[config.mk]
export PLATFORM = sky130hd
export DESIGN_NAME = dcache_ctrl
export DESIGN_NICKNAME = d
export VERILOG_FILES = /design/src/rtl/cache_pkg.sv /design/src/rtl/dcache_array.sv /design/src/rtl/dcache_ctrl.sv
export SDC_FILE = /design/constraint.sdc
export NUM_CORES = 1
export LEC_CHECK = 0
export CORE_ASPECT_RATIO = 1.1
export CORE_MARGIN = 5
export CORE_UTILIZATION = 60
export CTS_BUF_LIST = sky130_fd_sc_hd__clkbuf_4
export CTS_CLUSTER_DIAMETER = 40
export DETAILED_ROUTE_END_ITERATION = 8
export DONT_BUFFER_PORTS = 1
export PLACE_DENSITY = 0.84
export SLEW_MARGIN = 10
export SYNTH_ARGS = -nofsm -noshare
export SYNTH_HDL_FRONTEND = slang
export SYNTH_SLANG_ARGS = --single-unit
[constraint.sdc]
create_clock -name CLK -period 8.1 [get_ports CLK]
set_clock_uncertainty 0.2 [all_clocks]
set_input_delay 1.215 -clock CLK [delete_from_list [all_inputs] [get_ports CLK]]
set_output_delay 1.215 -clock CLK [all_outputs]
set_load 0.005 [all_outputs]
[src/rtl/cache_pkg.sv]
// Shared types and field widths for the direct-mapped data cache.
// Address layout: {tag[7:5], index[4:2], offset[1:0]}.
package cache_pkg;

   localparam int NUM_BLOCKS = 8;
   localparam int ADDR_W     = 8;
   localparam int TAG_W      = 3;
   localparam int IDX_W      = 3;
   localparam int OFF_W      = 2;
   localparam int LINE_W     = 32;
   localparam int BLK_AW     = TAG_W + IDX_W;

   typedef enum logic [1:0] {
      IDLE      = 2'd0,
      WRITEBACK = 2'd1,
      FETCH     = 2'd2,
      UPDATE    = 2'd3
   } cache_state_e;

endpackage

[src/rtl/dcache_array.sv]
// Line storage for the data cache: valid/dirty/tag/data per line, one
// read port, one byte-store port and one whole-line fill port.
module dcache_array
   import cache_pkg::*;
(
   input  logic              clk,
   input  logic              rst_n,
   input  logic [IDX_W-1:0]  idx,
   input  logic              byte_we,
   input  logic [OFF_W-1:0]  byte_off,
   input  logic [7:0]        byte_data,
   input  logic              fill_we,
   input  logic [TAG_W-1:0]  fill_tag,
   input  logic [LINE_W-1:0] fill_data,
   output logic              line_valid,
   output logic              line_dirty,
   output logic [TAG_W-1:0]  line_tag,
   output logic [LINE_W-1:0] line_data
);

   logic [NUM_BLOCKS-1:0] valid_q;
   logic [NUM_BLOCKS-1:0] dirty_q;
   logic [TAG_W-1:0]      tag_q  [NUM_BLOCKS];
   logic [LINE_W-1:0]     data_q [NUM_BLOCKS];

   // A fill always leaves the line clean; a later store hit dirties it.
   always_ff @(posedge clk or negedge rst_n) begin
      if (!rst_n) begin
         valid_q <= '0;
         dirty_q <= '0;
         for (int i = 0; i < NUM_BLOCKS; i++) begin
            tag_q[i]  <= '0;
            data_q[i] <= '0;
         end
      end else if (fill_we) begin
         valid_q[idx] <= 1'b1;
         dirty_q[idx] <= 1'b0;
         tag_q[idx]   <= fill_tag;
         data_q[idx]  <= fill_data;
      end else if (byte_we) begin
         dirty_q[idx] <= 1'b1;
         data_q[idx][{byte_off, 3'b000} +: 8] <= byte_data;
      end
   end

   assign line_valid = valid_q[idx];
   assign line_dirty = dirty_q[idx];
   assign line_tag   = tag_q[idx];
   assign line_data  = data_q[idx];

endmodule

[src/rtl/dcache_ctrl.sv]
// Direct-mapped, write-back, write-allocate data cache controller.
// Define DCACHE_STATS_EN to add saturating HIT_COUNT / MISS_COUNT outputs.
module dcache_ctrl
   import cache_pkg::*;
(
   input  logic              CLK,
   input  logic              RESET,
   input  logic              READ,
   input  logic              WRITE,
   input  logic [ADDR_W-1:0] ADDRESS,
   input  logic [7:0]        WRITEDATA,
   output logic [7:0]        READDATA,
   output logic              BUSYWAIT,
   output logic              MEM_READ,
   output logic              MEM_WRITE,
   output logic [BLK_AW-1:0] MEM_ADDRESS,
   output logic [LINE_W-1:0] MEM_WRITEDATA,
   input  logic [LINE_W-1:0] MEM_READDATA,
   input  logic              MEM_BUSYWAIT,
   output logic [1:0]        DBG_STATE
`ifdef DCACHE_STATS_EN
   ,
   output logic [15:0]       HIT_COUNT,
   output logic [15:0]       MISS_COUNT
`endif
);

   // Handshakes: READ/WRITE are held by the CPU while BUSYWAIT=1. Our
   // MEM_READ/MEM_WRITE request completes on the first posedge at which
   // MEM_BUSYWAIT is sampled 0 while the request is asserted.

   cache_state_e      state_q, state_d;
   logic [BLK_AW-1:0] miss_addr_q;
   logic [IDX_W-1:0]  arr_idx;
   logic              line_valid, line_dirty;
   logic [TAG_W-1:0]  line_tag;
   logic [LINE_W-1:0] line_data;
   logic              req, hit, busy, byte_we, fill_we, capture;
   logic [7:0]        hit_byte;

   assign req      = READ | WRITE;
   // Outside IDLE the line being serviced is the one latched at the miss.
   assign arr_idx  = (state_q == IDLE) ? ADDRESS[OFF_W +: IDX_W] : miss_addr_q[IDX_W-1:0];
   assign hit      = line_valid && (line_tag == ADDRESS[ADDR_W-1 -: TAG_W]);
   assign hit_byte = line_data[{ADDRESS[OFF_W-1:0], 3'b000} +: 8];

   dcache_array u_array (
      .clk        (CLK),
      .rst_n      (RESET),
      .idx        (arr_idx),
      .byte_we    (byte_we),
      .byte_off   (ADDRESS[OFF_W-1:0]),
      .byte_data  (WRITEDATA),
      .fill_we    (fill_we),
      .fill_tag   (miss_addr_q[BLK_AW-1 -: TAG_W]),
      .fill_data  (MEM_READDATA),
      .line_valid (line_valid),
      .line_dirty (line_dirty),
      .line_tag   (line_tag),
      .line_data  (line_data)
   );

   always_ff @(posedge CLK or negedge RESET) begin
      if (!RESET) begin
         state_q     <= IDLE;
         miss_addr_q <= '0;
      end else begin
         state_q <= state_d;
         if (capture) begin
            miss_addr_q <= ADDRESS[ADDR_W-1:OFF_W];
         end
      end
   end

   always_comb begin
      state_d       = state_q;
      busy          = 1'b0;
      byte_we       = 1'b0;
      fill_we       = 1'b0;
      capture       = 1'b0;
      READDATA      = '0;
      MEM_READ      = 1'b0;
      MEM_WRITE     = 1'b0;
      MEM_ADDRESS   = '0;
      MEM_WRITEDATA = '0;
      case (state_q)
         IDLE: begin
            if (req && !hit) begin
               busy    = 1'b1;
               capture = 1'b1;
               state_d = (line_valid && line_dirty) ? WRITEBACK : FETCH;
            end else if (WRITE) begin
               byte_we = 1'b1;
            end else if (READ) begin
               READDATA = hit_byte;
            end
         end
         WRITEBACK: begin
            busy          = 1'b1;
            MEM_WRITE     = 1'b1;
            MEM_ADDRESS   = {line_tag, miss_addr_q[IDX_W-1:0]};
            MEM_WRITEDATA = line_data;
            if (!MEM_BUSYWAIT) begin
               state_d = FETCH;
            end
         end
         FETCH: begin
            busy        = 1'b1;
            MEM_READ    = 1'b1;
            MEM_ADDRESS = miss_addr_q;
            if (!MEM_BUSYWAIT) begin
               fill_we = 1'b1;
               state_d = UPDATE;
            end
         end
         UPDATE: begin
            busy    = 1'b1;
            state_d = IDLE;
         end
         default: state_d = IDLE;
      endcase
   end

   // A request held through reset must not stall the CPU.
   assign BUSYWAIT  = busy & RESET;
   assign DBG_STATE = state_q;

`ifdef DCACHE_STATS_EN
   logic        post_fill_q;
   logic [15:0] hit_cnt_q, miss_cnt_q;

   // The IDLE cycle right after UPDATE resolves an already-counted miss.
   always_ff @(posedge CLK or negedge RESET) begin
      if (!RESET) begin
         post_fill_q <= 1'b0;
         hit_cnt_q   <= '0;
         miss_cnt_q  <= '0;
      end else begin
         post_fill_q <= (state_q == UPDATE);
         if (state_q == IDLE && req && !post_fill_q) begin
            if (hit) begin
               if (hit_cnt_q != 16'hFFFF) hit_cnt_q <= hit_cnt_q + 16'd1;
            end else begin
               if (miss_cnt_q != 16'hFFFF) miss_cnt_q <= miss_cnt_q + 16'd1;
            end
         end
      end
   end

   assign HIT_COUNT  = hit_cnt_q;
   assign MISS_COUNT = miss_cnt_q;
`endif

endmodule
Word level (Yosys, flattened, before mapping) --
Index checks and enable logic that the tools add are counted.
Word-level totals: word-level logic and storage cells 99, output and inout bits 51, input bits 53, flip-flop bits (word level) 304
Cells by class: bitwise logic cells 7, eq/ne operators 7, $add $sub $neg 1, $lt $le $gt $ge 4, mux-type cells 47, reduce and logical (&&, ||, !) cells 10, shifts and indexed selects 3
Operators with widths (number):
- 256-bit bitwise mux | 2
- 256-bit two-way mux | 2
- 32-bit demux with 3-bit select | 2
- 32-bit two-way mux | 5
- 32-bit binary-select mux with 3-bit select | 1
- 8-bit two-way mux | 6
- 8-bit by 7-bit variable shift with 32-bit output, first input constant | 1
- 32-bit by 6-bit indexed part select with 8-bit output | 1
- 8-bit by 7-bit indexed part select with 32-bit output | 1
- 24-bit bitwise mux | 1
- 8-bit OR | 2
- 1-bit two-way mux | 12
- 3-bit two-way mux | 4
- 6-bit one-hot mux with 2 select lines | 1
- 3-bit binary-select mux with 3-bit select | 1
- 3-bit demux with 3-bit select | 1
- 8-bit AND | 1
- 2-bit two-way mux | 4
- 8-bit NOT | 1
- 2-bit one-hot mux with 4 select lines | 1
- 5-bit negator with 7-bit output | 1
- 1-bit binary-select mux with 3-bit select | 2
- 1-bit logical AND | 5
- 2-bit equality test, second input constant | 2
- other kinds (18) | 19

Longest topological paths before layout --
word-level depth 14, mapped depth 15, depth with buffers taken out 10

Modules after synthesis --
Synthesis repeated with hierarchy kept, for this count alone.
Unflattened totals: cell total of the unflattened synthesis 1540, area total of the unflattened synthesis 16051.6 µm²
By module, submodules not included:
- dcache_array | instances 1, cells each 1430, sequential area each 7407.1 µm², area an instance 15005.6 µm²
- dcache_ctrl | instances 1, cells each 110, sequential area each 200.2 µm², area an instance 1046.0 µm²

Worst setup path after synthesis --
No wires, ideal clock.
path kind input port to output port, from in ADDRESS[2], to out READDATA[0], setup slack 3.107 ns, path buffers 2, data required time 6.685 ns, cell stages on the path 10, arrival time 3.578 ns, cell sequence mux2_4 buf_6 mux4_2 nor2_2 nor3_1 nor4b_4 nand2_2 or4_1 buf_2 nor2_1
On the way: longest elaborated chain between the ends 11, elaborated cells on any way between the ends 19, classes of those cells eq/ne: 1; shift: 1; mux: 13; bitwise: 1; reduce/logical: 3
Ends and longest elaborated chain:
- start: declaration | RTL line dcache_ctrl.sv:10 | input logic [ADDR_W-1:0] ADDRESS,
- 3-bit two-way mux * | RTL line dcache_ctrl.sv:43 | assign arr_idx = (state_q == IDLE) ? ADDRESS[OFF_W +: IDX_W] : miss_addr_q[IDX_W-1:0];
- branches (longest 8 deep; another with 32-bit binary-select mux with 3-bit select)
- 8-bit two-way mux * | RTL line dcache_ctrl.sv:88 | if (req && !hit) begin
- 8-bit two-way mux * | RTL line dcache_ctrl.sv:86 | case (state_q)
- end: declaration | RTL line dcache_ctrl.sv:12 | output logic [7:0] READDATA,
Every way passes the cells marked *. The select of a mux whose other input is x is not followed.

Final worst setup path --
from reg state_q[1], in the netlist DBG_STATE[1], to out READDATA[2]
On the way: longest elaborated chain between the ends 12, elaborated cells on any way between the ends 20, classes of those cells eq/ne: 1; shift: 1; mux: 13; bitwise: 1; reduce/logical: 4
Ends and longest elaborated chain:
- start: declaration | RTL line dcache_ctrl.sv:32 | cache_state_e state_q, state_d;
- start signal: assignment | RTL line dcache_ctrl.sv:68 | state_q <= state_d;
- 2-bit zero test * | RTL line dcache_ctrl.sv:43, dcache_ctrl.sv:86
- branches (longest 10 deep; another with 32-bit binary-select mux with 3-bit select)
- 8-bit two-way mux * | RTL line dcache_ctrl.sv:86
Marked as above.

==> results.cfg <==
[critical_path]
rr_worst_depth = 11
crit_top_cell = nor2_1
crit_type = register to output port
reg2reg_slack_ns = 2.37
critPathBufInv = 2
worstPathArrival_ns = 5.77
end_kind = output port
critPathSlowestCell = or4_1
r2r-start = DBG_STATE[1]
timing.rr.end = u_array.data_q[43]
max_stage_delay_ns = 0.87
worst-endpoint-required_ns = 6.68
critPathTopFamily = simple AND/OR/NAND/NOR gates
cp-start-kind = register
path_max_fanout = 29
path_cells = inv_1 -> ha_1 -> mux2i_4 -> buf_4 -> nor2_1 -> a32oi_1 -> a21boi_0 -> nor4b_4 -> nand2_2 -> or4_1 -> nor2_1

[global_route]
antenna_found_initial = 4
grt_pass1_vias = 13840
grt_usage_pct = 36.30
gr-total-overflow = 0
grt_max_degree = 290
grt_pass1_wl_um = 81300

[floorplanning]
design.portCount = 104
rows = 61
die-width_um = 162.9
die_area_um2 = 29010
start_util_pct = 60.86
core-area_um2 = 25340
die_h_um = 178.1

[synth]
syn_nets = 1579
yosysMostFrequentCell = dfrtp_1
syn_avg_cell_area_um2 = 10.16
synth_flop_cell = dfrtp_1
synth.distinct_cells = 59
yosysWarnings = 0
synth.top_cell.area_share_pct = 49.33
yosys.area.top_type = dfrtp_1
synthArstFlopShare_pct = 100.0
yosys-top-cells-area = dfrtp_1, a2bb2oi_1, o21ai_0
synth_edf_count = 0
synth_common_cells = dfrtp_1, o21ai_0, a2bb2oi_1, nand2_1, nor2_1
syn-cell-area_um2 = 15420
ys_ff_latch = 304
syn_inst = 1518
ys_seq_area_share_pct = 49.33

[clocking]
cts_buffers = 81
cts_tree = yes
root_buffer = clkbuf_4
cts_sinks = 304
cts.clk_slew.worst_paths_ns = 0.07
htreeDepth = 3
clockBufferDepth = 3
insertion_delay_ns = 0.71
post_cts_buffers = 0

[cells_and_area]
layout-drive-gt1-share_pct = 14.23
final_cell_area_um2 = 16500
area_growth_pct = 7.010
postLayoutCoreUtil_pct = 65.12
nets = 1561

[routing]
firstDrtPassIters = 7
drtIter0Drc = 2580
ant_nets = 0
drc = 0
vias_per_cell = 7.532
vias = 14320
wl_um = 53580
routedWlPerCell_um = 28.19

[placed_design]
portBuffers = 0
dpl_cell_area_um2 = 15450
dp_hpwl_um = 31310
gp_congestion = 0.9386

[power]
p_total_uw = 6209
leakagePower_uw = 0.006585
powerDensity_nw_per_um2 = 376.3
peakVddDrop_mv = 0.2467

[sta]
timing.final.hold_violations = 0
fin_crit_sh_pct = 88.72
rsz0062_at_grt = no
drv_slew = 0
timing.slew.headroom_pct = 11.00
max_freq_mhz = 139.1
setup-tns-final_ns = 0
tightest_slew_ns = 1.332
setup_violations = 0
min_period_ns = 7.187

[worst_hold_path]
min_path_type = input pin to async pin

[run_status]
outcome = finished clean

[job]
cap_viol_max_count = 0
## worst reg2reg max path, delay by kind of cell (launching register included)
family                   cells  cell delay, ns
flip-flops                   1            0.42
buffers and inverters        2            0.56
adder cells (fa/ha/maj)      1            0.73
AO/OA/AOI/OAI                4            1.17
AND/OR/NAND/NOR              3            2.00
multiplexers                 1            0.57
## how the worst max path moves through the flow
| stage | start | end | depth (start not counted) |
|---|---|---|---|
| 4_1_cts | DBG_STATE[1] | READDATA[2] | 11 |
| 3_3_place_gp | DBG_STATE[0] | READDATA[6] | 11 |
| 6_report | DBG_STATE[1] | READDATA[2] | 11 |
| 3_5_place_dp | DBG_STATE[0] | READDATA[2] | 11 |
| 5_1_grt | DBG_STATE[0] | READDATA[2] | 11 |
| 2_1_floorplan | ADDRESS[2] | READDATA[0] | 10 |
## where the power goes
group	leakage [uW]	internal, uW	switching (uW)	total, uW
sequential	0.00416	1660	134	1790
combinational	0.00183	914	2140	3050
clock	0.000597	704	663	1370
total	0.00658	3270	2930	6210
## cell type report
class                           count  area (um2)
Sequential cell                   304        7607
Timing Repair Buffer               29       230.2
Tap cell                          346       432.9
Multi-Input combinational cell   1075        7204
Antenna cell                        2       5.005
Clock buffer                      113       848.3
Fill cell                        2035        8837
Clock inverter                     23       140.1
Inverter                            9       33.78
## timing repair
item / in CTS / in global routing
hold buffers: 3 / 2
endpoints found under the hold margin: 9 / 13
resized for setup: 0 / 0
## routing by layer
layer / global-route usage (%) / share of wire [%] / vias to the layer above
met2: 53.04 / 43 / 1382
met5: 0 / 0.073 / -
met4: 18.70 / 5.6 / 6
li1: - / - / 5797
met1: 48.08 / 35 / 6858
met3: 12.76 / 16 / 276
## through the flow
step	setup WS [ns]	cells	hold slack, ns
3_3_place_gp	1.874	1758	0.2460
2_1_floorplan	3.107	1518	0.2274
6_report	0.9134	1901	0.02489
3_5_place_dp	1.730	1758	0.2491
4_1_cts	0.9691	1897	0.0003516
5_1_grt	0.6330	1901	-0.0003518
## placed cells by master, fill, tap and decap left out, types with 10 or more instances in the layout
cell,count
a21oi_1,13
a22oi_1,32
a2bb2oi_1,255
a31oi_1,14
buf_4,24
clkbuf_4,113
clkinv_1,16
dfrtp_1,304
mux2_2,28
nand2_1,110
nand3_1,26
nor2_1,92
nor3_1,10
o21ai_0,291
o221ai_1,13
o22ai_1,71
or3_1,10
## sequential cells by signal, indices dropped and copies added (netlist names), named ones only
register / cells
u_array.data_q: 256
u_array.valid_q: 8
u_array.tag_q: 24
miss_addr_q: 6
DBG_STATE: 2
## cells by family after synthesis
logic type / count (synthesis) / share of synthesized area, %
DFF: 304 / 49.33
and+or+nand+nor: 292 / 8.657
AOI/OAI and AO/OA: 726 / 32.45
buffers and inverters: 139 / 4.682
xor gates and xnor gates: 1 / 0.1055
adders and majority gates: 8 / 0.6491
muxes: 48 / 4.130
No activity file was read; power rests on OpenSTA's default activity.
